===== src/rtl/clint_pkg.sv =====
// rtl/clint_pkg.sv - shared offsets, response codes, FSM states and decode types for clint_mt
package clint_pkg;

    localparam logic [15:0] MSIP_OFF     = 16'h0000;
    localparam logic [15:0] MTIMECMP_OFF = 16'h4000;
    localparam logic [15:0] MTIME_OFF    = 16'hBFF8;

    localparam logic [1:0] RESP_OKAY   = 2'b00;
    localparam logic [1:0] RESP_SLVERR = 2'b10;

    typedef enum logic {
        RD_IDLE,
        RD_RESP
    } rd_state_t;

    typedef enum logic [1:0] {
        WR_IDLE,
        WR_WAIT_W,
        WR_WAIT_AW,
        WR_RESP
    } wr_state_t;

    typedef enum logic [2:0] {
        DEC_NONE,
        DEC_MSIP,
        DEC_CMP_LO,
        DEC_CMP_HI,
        DEC_MTIME_LO,
        DEC_MTIME_HI
    } dec_kind_t;

    typedef struct packed {
        dec_kind_t  kind;
        logic [3:0] hart;
    } dec_t;

    function automatic logic [31:0] merge_bytes(input logic [31:0] old_val,
                                                input logic [31:0] new_val,
                                                input logic [3:0]  strb);
        logic [31:0] r;
        r = old_val;
        for (int b = 0; b < 4; b++) begin
            if (strb[b]) r[8*b +: 8] = new_val[8*b +: 8];
        end
        return r;
    endfunction

endpackage


===== src/rtl/axi_lite_if.sv =====
// rtl/axi_lite_if.sv - 32-bit AXI4-Lite bundle with master and slave views
interface axi_lite_if;
    logic [31:0] awaddr;
    logic        awvalid;
    logic        awready;
    logic [31:0] wdata;
    logic [3:0]  wstrb;
    logic        wvalid;
    logic        wready;
    logic [1:0]  bresp;
    logic        bvalid;
    logic        bready;
    logic [31:0] araddr;
    logic        arvalid;
    logic        arready;
    logic [31:0] rdata;
    logic [1:0]  rresp;
    logic        rvalid;
    logic        rready;

    modport slave (
        input  awaddr, awvalid, wdata, wstrb, wvalid, bready, araddr, arvalid, rready,
        output awready, wready, bresp, bvalid, arready, rdata, rresp, rvalid
    );

    modport master (
        output awaddr, awvalid, wdata, wstrb, wvalid, bready, araddr, arvalid, rready,
        input  awready, wready, bresp, bvalid, arready, rdata, rresp, rvalid
    );
endinterface


===== src/rtl/clint_prescaler.sv =====
// rtl/clint_prescaler.sv - divides clk by TICK_DIV, one-cycle tick on counter wrap
module clint_prescaler #(
    parameter int TICK_DIV = 1
) (
    input  logic clk,
    input  logic reset,
    output logic tick
);
    localparam int            CW   = (TICK_DIV > 1) ? $clog2(TICK_DIV) : 1;
    localparam logic [CW-1:0] LAST = CW'(TICK_DIV - 1);

    logic [CW-1:0] cnt_q, cnt_d;

    // With TICK_DIV = 1 the counter sits at 0 and tick is permanently high.
    assign tick  = (cnt_q == LAST);
    assign cnt_d = tick ? '0 : cnt_q + CW'(1);

    always_ff @(posedge clk) begin
        if (reset) cnt_q <= '0;
        else       cnt_q <= cnt_d;
    end
endmodule


===== src/rtl/clint_mt.sv =====
// rtl/clint_mt.sv - multi-hart core-local interruptor: mtime, mtimecmp, msip behind AXI4-Lite
module clint_mt
    import clint_pkg::*;
#(
    parameter logic [31:0] BASE_ADDR = 32'h0200_0000,
    parameter int          NUM_HARTS = 1,
    parameter int          TICK_DIV  = 1
) (
    input  logic                 clk,
    input  logic                 reset,
    axi_lite_if.slave            s,
    output logic [NUM_HARTS-1:0] mtip,
    output logic [NUM_HARTS-1:0] msip_o
);
    localparam logic [15:0] MTIME_HI_OFF = MTIME_OFF + 16'h4;

    logic                 tick;
    logic [63:0]          mtime_q, mtime_d;
    logic [63:0]          mtimecmp_q [NUM_HARTS];
    logic [63:0]          mtimecmp_d [NUM_HARTS];
    logic [NUM_HARTS-1:0] msip_q, msip_d, mtip_q, mtip_d;

    rd_state_t   rd_state_q, rd_state_d;
    logic [31:0] rdata_q, rdata_d, rd_val;
    logic [1:0]  rresp_q, rresp_d;
    dec_t        rd_dec;

    wr_state_t   wr_state_q, wr_state_d;
    logic [31:2] awaddr_q, awaddr_d;
    logic [31:0] wdata_q, wdata_d;
    logic [3:0]  wstrb_q, wstrb_d;
    logic [1:0]  bresp_q, bresp_d;
    dec_t        wr_dec;

    logic        commit;
    logic [31:2] cm_addr;
    logic [31:0] cm_data;
    logic [3:0]  cm_strb;

    logic unused_addr_lsbs;
    assign unused_addr_lsbs = ^{s.araddr[1:0], s.awaddr[1:0]};

    function automatic dec_t decode(input logic [31:2] addr);
        dec_t        d;
        logic [13:0] waddr, msip_idx;
        logic [12:0] cmp_idx;
        waddr    = addr[15:2];
        msip_idx = waddr - MSIP_OFF[15:2];
        cmp_idx  = waddr[13:1] - MTIMECMP_OFF[15:3];
        d.kind   = DEC_NONE;
        d.hart   = '0;
        if (addr[31:16] == BASE_ADDR[31:16]) begin
            if (waddr < MTIMECMP_OFF[15:2]) begin
                if (int'(msip_idx) < NUM_HARTS) begin
                    d.kind = DEC_MSIP;
                    d.hart = msip_idx[3:0];
                end
            end else if (waddr == MTIME_OFF[15:2]) begin
                d.kind = DEC_MTIME_LO;
            end else if (waddr == MTIME_HI_OFF[15:2]) begin
                d.kind = DEC_MTIME_HI;
            end else if (int'(cmp_idx) < NUM_HARTS) begin
                d.kind = waddr[0] ? DEC_CMP_HI : DEC_CMP_LO;
                d.hart = cmp_idx[3:0];
            end
        end
        return d;
    endfunction

    clint_prescaler #(.TICK_DIV(TICK_DIV)) u_prescaler (
        .clk   (clk),
        .reset (reset),
        .tick  (tick)
    );

    always_comb begin
        rd_dec = decode(s.araddr[31:2]);
        rd_val = '0;
        case (rd_dec.kind)
            DEC_MTIME_LO: rd_val = mtime_q[31:0];
            DEC_MTIME_HI: rd_val = mtime_q[63:32];
            default: ;
        endcase
        for (int h = 0; h < NUM_HARTS; h++) begin
            if (rd_dec.hart == 4'(h)) begin
                case (rd_dec.kind)
                    DEC_MSIP:   rd_val = {31'b0, msip_q[h]};
                    DEC_CMP_LO: rd_val = mtimecmp_q[h][31:0];
                    DEC_CMP_HI: rd_val = mtimecmp_q[h][63:32];
                    default: ;
                endcase
            end
        end
    end

    always_comb begin
        rd_state_d = rd_state_q;
        rdata_d    = rdata_q;
        rresp_d    = rresp_q;
        s.arready  = 1'b0;
        s.rvalid   = 1'b0;
        case (rd_state_q)
            RD_IDLE: begin
                s.arready = 1'b1;
                if (s.arvalid) begin
                    rdata_d    = rd_val;
                    rresp_d    = (rd_dec.kind == DEC_NONE) ? RESP_SLVERR : RESP_OKAY;
                    rd_state_d = RD_RESP;
                end
            end
            RD_RESP: begin
                s.rvalid = 1'b1;
                if (s.rready) rd_state_d = RD_IDLE;
            end
            default: rd_state_d = RD_IDLE;
        endcase
    end

    // The half that arrives second is taken straight off the bus; the first is held.
    always_comb begin
        wr_state_d = wr_state_q;
        awaddr_d   = awaddr_q;
        wdata_d    = wdata_q;
        wstrb_d    = wstrb_q;
        commit     = 1'b0;
        cm_addr    = s.awaddr[31:2];
        cm_data    = s.wdata;
        cm_strb    = s.wstrb;
        s.awready  = 1'b0;
        s.wready   = 1'b0;
        s.bvalid   = 1'b0;
        case (wr_state_q)
            WR_IDLE: begin
                s.awready = 1'b1;
                s.wready  = 1'b1;
                if (s.awvalid && s.wvalid) begin
                    commit     = 1'b1;
                    wr_state_d = WR_RESP;
                end else if (s.awvalid) begin
                    awaddr_d   = s.awaddr[31:2];
                    wr_state_d = WR_WAIT_W;
                end else if (s.wvalid) begin
                    wdata_d    = s.wdata;
                    wstrb_d    = s.wstrb;
                    wr_state_d = WR_WAIT_AW;
                end
            end
            WR_WAIT_W: begin
                s.wready = 1'b1;
                cm_addr  = awaddr_q;
                if (s.wvalid) begin
                    commit     = 1'b1;
                    wr_state_d = WR_RESP;
                end
            end
            WR_WAIT_AW: begin
                s.awready = 1'b1;
                cm_data   = wdata_q;
                cm_strb   = wstrb_q;
                if (s.awvalid) begin
                    commit     = 1'b1;
                    wr_state_d = WR_RESP;
                end
            end
            WR_RESP: begin
                s.bvalid = 1'b1;
                if (s.bready) wr_state_d = WR_IDLE;
            end
            default: wr_state_d = WR_IDLE;
        endcase
    end

    always_comb begin
        wr_dec     = decode(cm_addr);
        mtime_d    = tick ? mtime_q + 64'd1 : mtime_q;
        mtimecmp_d = mtimecmp_q;
        msip_d     = msip_q;
        bresp_d    = bresp_q;
        if (commit) begin
            bresp_d = (wr_dec.kind == DEC_NONE) ? RESP_SLVERR : RESP_OKAY;
            // A strobed mtime write replaces this cycle's increment; the prescaler keeps running.
            if (|cm_strb) begin
                case (wr_dec.kind)
                    DEC_MTIME_LO: mtime_d = {mtime_q[63:32], merge_bytes(mtime_q[31:0], cm_data, cm_strb)};
                    DEC_MTIME_HI: mtime_d = {merge_bytes(mtime_q[63:32], cm_data, cm_strb), mtime_q[31:0]};
                    default: ;
                endcase
            end
            for (int h = 0; h < NUM_HARTS; h++) begin
                if (wr_dec.hart == 4'(h)) begin
                    case (wr_dec.kind)
                        DEC_MSIP:   if (cm_strb[0]) msip_d[h] = cm_data[0];
                        DEC_CMP_LO: mtimecmp_d[h][31:0]  = merge_bytes(mtimecmp_q[h][31:0], cm_data, cm_strb);
                        DEC_CMP_HI: mtimecmp_d[h][63:32] = merge_bytes(mtimecmp_q[h][63:32], cm_data, cm_strb);
                        default: ;
                    endcase
                end
            end
        end
    end

    always_comb begin
        mtip_d = '0;
        for (int h = 0; h < NUM_HARTS; h++) begin
            mtip_d[h] = (mtime_q >= mtimecmp_q[h]);
        end
    end

    always_ff @(posedge clk) begin
        if (reset) begin
            mtime_q    <= '0;
            mtimecmp_q <= '{default: '1};
            msip_q     <= '0;
            mtip_q     <= '0;
            rd_state_q <= RD_IDLE;
            rdata_q    <= '0;
            rresp_q    <= RESP_OKAY;
            wr_state_q <= WR_IDLE;
            awaddr_q   <= '0;
            wdata_q    <= '0;
            wstrb_q    <= '0;
            bresp_q    <= RESP_OKAY;
        end else begin
            mtime_q    <= mtime_d;
            mtimecmp_q <= mtimecmp_d;
            msip_q     <= msip_d;
            mtip_q     <= mtip_d;
            rd_state_q <= rd_state_d;
            rdata_q    <= rdata_d;
            rresp_q    <= rresp_d;
            wr_state_q <= wr_state_d;
            awaddr_q   <= awaddr_d;
            wdata_q    <= wdata_d;
            wstrb_q    <= wstrb_d;
            bresp_q    <= bresp_d;
        end
    end

    assign s.rdata = rdata_q;
    assign s.rresp = rresp_q;
    assign s.bresp = bresp_q;
    assign mtip    = mtip_q;
    assign msip_o  = msip_q;
endmodule


===== src/flat_wrapper.sv =====
// flat-port wrapper written by rule: the top's interface ports become plain ports
module clint_mt_flat import clint_pkg::*;
#(
    parameter logic [31:0] BASE_ADDR = 32'h0200_0000,
    parameter int          NUM_HARTS = 1,
    parameter int          TICK_DIV  = 1
)
  (clk, reset, mtip, msip_o, s_awaddr, s_awvalid, s_wdata, s_wstrb, s_wvalid, s_bready, s_araddr, s_arvalid, s_rready, s_awready, s_wready, s_bresp, s_bvalid, s_arready, s_rdata, s_rresp, s_rvalid);
  axi_lite_if s_i ();
  input  logic clk;
  input  logic reset;
  output logic [NUM_HARTS-1:0] mtip;
  output logic [NUM_HARTS-1:0] msip_o;
  input wire logic [$bits(s_i.awaddr)-1:0] s_awaddr;
  input wire logic [$bits(s_i.awvalid)-1:0] s_awvalid;
  input wire logic [$bits(s_i.wdata)-1:0] s_wdata;
  input wire logic [$bits(s_i.wstrb)-1:0] s_wstrb;
  input wire logic [$bits(s_i.wvalid)-1:0] s_wvalid;
  input wire logic [$bits(s_i.bready)-1:0] s_bready;
  input wire logic [$bits(s_i.araddr)-1:0] s_araddr;
  input wire logic [$bits(s_i.arvalid)-1:0] s_arvalid;
  input wire logic [$bits(s_i.rready)-1:0] s_rready;
  output wire logic [$bits(s_i.awready)-1:0] s_awready;
  output wire logic [$bits(s_i.wready)-1:0] s_wready;
  output wire logic [$bits(s_i.bresp)-1:0] s_bresp;
  output wire logic [$bits(s_i.bvalid)-1:0] s_bvalid;
  output wire logic [$bits(s_i.arready)-1:0] s_arready;
  output wire logic [$bits(s_i.rdata)-1:0] s_rdata;
  output wire logic [$bits(s_i.rresp)-1:0] s_rresp;
  output wire logic [$bits(s_i.rvalid)-1:0] s_rvalid;
  assign s_i.awaddr = s_awaddr;
  assign s_i.awvalid = s_awvalid;
  assign s_i.wdata = s_wdata;
  assign s_i.wstrb = s_wstrb;
  assign s_i.wvalid = s_wvalid;
  assign s_i.bready = s_bready;
  assign s_i.araddr = s_araddr;
  assign s_i.arvalid = s_arvalid;
  assign s_i.rready = s_rready;
  assign s_awready = s_i.awready;
  assign s_wready = s_i.wready;
  assign s_bresp = s_i.bresp;
  assign s_bvalid = s_i.bvalid;
  assign s_arready = s_i.arready;
  assign s_rdata = s_i.rdata;
  assign s_rresp = s_i.rresp;
  assign s_rvalid = s_i.rvalid;
  clint_mt #(.BASE_ADDR(BASE_ADDR), .NUM_HARTS(NUM_HARTS), .TICK_DIV(TICK_DIV)) u_core (.clk(clk), .reset(reset), .s(s_i), .mtip(mtip), .msip_o(msip_o));
endmodule

===== config.mk =====
export PLATFORM = sky130hd
export DESIGN_NAME = clint_mt_flat
export DESIGN_NICKNAME = d
export VERILOG_FILES = /design/src/rtl/clint_pkg.sv /design/src/rtl/axi_lite_if.sv /design/src/rtl/clint_prescaler.sv /design/src/rtl/clint_mt.sv /design/src/flat_wrapper.sv
export SDC_FILE = /design/constraint.sdc
export NUM_CORES = 1
export LEC_CHECK = 0
export BUFFER_PORTS_ARGS = -buffer_cell sky130_fd_sc_hd__buf_2
export CORE_MARGIN = 5
export CORE_UTILIZATION = 40
export CTS_CLUSTER_DIAMETER = 30
export DETAILED_ROUTE_END_ITERATION = 16
export PLACE_DENSITY = 0.61
export SYNTH_ARGS = -nofsm -noshare
export SYNTH_HDL_FRONTEND = slang
export SYNTH_SLANG_ARGS = --single-unit

===== constraint.sdc =====
create_clock -name clk -period 3.82 [get_ports clk]
set_clock_uncertainty 0.1 [all_clocks]
set_input_delay 0.382 -clock clk [delete_from_list [all_inputs] [get_ports clk]]
set_output_delay 0.382 -clock clk [all_outputs]
set_load 0.005 [all_outputs]

==> metrics.md <==
| Metric | Value |
|---|---|
| Top_reg_cell synth | `dfxtp_1` |
| Comb power frac | `15.2%` |
| Clock edge transition at the registers on the reported setup and hold paths | `0.05 ns` |
| # H-tree levels | `2` |
| CTS root buffer | `clkbuf_16` |
| Int Pwr | `6920 uW` |
| Min Tclk post-route | `3.56 ns` |
| Slowest Stage Delay on Critical Path | `0.62 ns` |
| Detail Route Antenna Nets | `0` |
| Top cells by count, synth | `dfxtp_1, a21oi_1, nand2_1` |
| Synth area leaders | `dfxtp_1, a21oi_1, ha_1` |
| Hold Path Cell Cnt | `3` |
| RSZ-0062 raised after global routing | `false` |
| WHS | `0.0768 ns` |
| I/O pin count | `150` |
| Die area | `37100 um^2` |
| Max Fclk | `281 MHz` |
| Syn Inst Count | `1619` |
| DRT Pass-1 Iters | `8` |
| GRT Overall Usage | `23.8%` |
| Post-synth EDFFs | `0` |
| Area Overhead vs Synth | `30.5%` |
| Slew headroom | `19.7%` |
| Port bufs | `143` |
| Worst IR Drop VDD | `0.000343 V` |
| Core Region | `33300 um^2` |
| Outcome | `completed` |
| Largest net degree at the start of global routing | `99` |
| Clk pwr share | `56.6%` |
| Vias in the first global route | `13.1k` |
| Final setup fails | `0` |
| Post-DP HPWL | `32000 um` |
| Most frequent cell after synthesis | `dfxtp_1` |
| Routed wire length | `44700 um` |
| WP data required | `4.22 ns` |
| CP Class | `flop to flop` |
| Final period util | `93.1%` |
| DRT iter0 DRCs | `1024` |
| DRC Markers | `0` |
| Final nets | `2022` |
| Routed WL per cell | `19.1 um` |
| Type of origin of the critical path | `flop` |
| Worst path cell trace | `inv_1 > ha_1 > nor4b_2 > nand4_1 > o22a_1 > or3_4 > a2111oi_4 > nor3b_1 > a211o_1` |
| Initial Utilization | `40.1%` |
| CP endpoint kind | `flop` |
| GR Overflow Total | `0` |
| Final Hold Vio Count | `0` |
| Ys async rst share | `0%` |
| First-pass GRT wire length | `71000 um` |
| RD Place Congestion | `0.910` |
| Register area share after synthesis | `35.1%` |
| Pwr Density | `537 nW/um^2` |
| Slew Viols, Final | `0` |
| Leak | `0.00740 uW` |
| Row count | `67` |
| Final worst slack | `0.264 ns` |
| Delay-heaviest family, CP | `simple AND/OR/NAND/NOR gates` |
| Post-CTS Resized | `0` |
| WP depth | `9` |
| Die width | `193 um` |
| Layout cell share with drive strength beyond 1 | `20.1%` |
| Vias per cell | `5.81` |
| Worst Reg-to-Reg Cells | `9` |
| CP max-delay cell | `a2111oi_4` |
| HP Class | `input pin to flop` |
| Total net switching power | `2440 uW` |
| Seq pwr share | `28.2%` |
| Worst Path Arrival | `3.96 ns` |
| Syn avg cell area | `8.25 um^2` |
| Sw Share | `26.0%` |
| Maxcap violations | `0` |
| Antenna violations before repair | `0` |
| CTS Buf Count | `58` |
| Clk buf depth | `3` |
| Worst-Margin Slew | `1.20 ns` |
| Final Util | `52.4%` |
| Max Fanout on Critical Path | `22` |
| Setup WS pre-CTS | `0.366 ns` |
| Post-synthesis register bit count | `234` |
| Post-synth top area cell | `dfxtp_1` |
| Post-CTS Repair Setup Buffers | `0` |
| WP buf/inv | `1` |
| Clk sinks | `234` |
| DIE HEIGHT | `193 um` |
| Synthesized area | `13400 um^2` |
| Post-synth top area share | `35.1%` |
| Yosys cell types | `101` |
| Vias | `13.6k` |
| Yosys warnings | `0` |
| Clock latency at the later pin of the worst-skew pair | `0.56 ns` |
| CTS tree | `yes` |
| TNS Setup | `0 ns` |
| Antenna Diode Count | `0` |
worst paths after layout:
| check | startpoint | to | slack, ns |
|---|---|---|---|
| min | s_araddr[14] | u_core.s.rdata[0]$_SDFFE_PP0P_ | 0.08 |
| max reg2reg | u_core.wr_state_q[1]$_SDFFE_PP0P_ | u_core.mtime_q[51]$_SDFFE_PP0P_ | 0.26 |
| min reg2reg | u_core.wdata_q[2]$_SDFFE_PP0P_ | u_core.wdata_q[2]$_SDFFE_PP0P_ | 0.35 |
| max | u_core.wr_state_q[1]$_SDFFE_PP0P_ | u_core.mtime_q[51]$_SDFFE_PP0P_ | 0.26 |
flip-flops by register name (all words and copies together), names as in the netlist:
signal,flops
u_core.awaddr_q,30
u_core.s.bresp,1
u_core.mtip,1
u_core.mtime_q,64
u_core.u_prescaler.cnt_q,1
u_core.wdata_q,32
u_core.msip_o,1
u_core.mtimecmp_q,64
u_core.rd_state_q,1
u_core.wr_state_q,2
u_core.s.rresp,1
u_core.wstrb_q,4
u_core.s.rdata,32
cell families after synthesis:
group,count (synthesis),share of synthesized area [%]
fa+ha+maj,69,6.46
other cells,1,0.0281
mux,48,4.12
flops,234,35.1
xor+xnor,7,0.459
buf+inv,182,5.82
compound gates,489,24.6
simple gates,589,23.4
metal layers:
layer | routed length [um] | up-vias | global-route usage, %
met5 | 0 | - | 0
met4 | 1080 | 0 | 7.35
met3 | 3170 | 72 | 4.18
met2 | 19700 | 498 | 37.2
met1 | 20700 | 6482 | 33.4
li1 | - | 6534 | -
layout by cell type (no fill, tap or decap), types with 19 or more instances in the layout:
| master | n |
|---|---|
| dfxtp_1 | 234 |
| nand2_1 | 194 |
| a21oi_1 | 194 |
| buf_2 | 142 |
| nor3_1 | 96 |
| inv_1 | 81 |
| nor2_1 | 68 |
| ha_1 | 68 |
| dlygate4sd3_1 | 68 |
| clkbuf_16 | 58 |
| o21ai_0 | 56 |
| buf_4 | 54 |
| nand4_1 | 35 |
| nand3_1 | 35 |
| a221oi_1 | 35 |
| a22oi_1 | 33 |
| nor4_1 | 31 |
| a211oi_1 | 28 |
| mux2_2 | 26 |
| and2_1 | 23 |
| mux2i_1 | 19 |
| and3_1 | 19 |
cell type report:
type / count / area (um^2)
fillers: 3145 / 15900
repair buffers: 266 / 1830
multi-input cells: 1205 / 7920
flip-flops and latches: 234 / 4680
well taps: 448 / 561
clock inverters: 25 / 454
clock buffers: 81 / 1680
inverters: 81 / 304
per-stage QoR:
| stage | power (uW) | instances | cell area, um^2 |
|---|---|---|---|
| final | 9360 | 2340 | 17400 |
| after detailed placement | 4030 | 2166 | 14600 |
| after global routing | 9720 | 2340 | 17400 |
| after global placement | 4010 | 2166 | 14600 |
| after floorplan | 3570 | 1621 | 13400 |
| after CTS | 9420 | 2340 | 17400 |
power groups by stage:
stage	logic, uW	registers (uW)	clock network, uW
after floorplan	904	2670	0
after global placement	1340	2680	0
after detailed placement	1340	2680	0
after CTS	1410	2640	5370
after global routing	1550	2650	5520
final	1420	2640	5300
repair_timing:
action	in CTS	in global routing
hold buffers	68	0
endpoints found under the hold margin	67	0
endpoints found under the setup margin	0	0
worst min-delay path, cell delays in order:
cell and delay (ns):
buf_2 0.13, nand4_1 0.09, a31oi_1 0.08
Power figures use the tool's default switching activity.
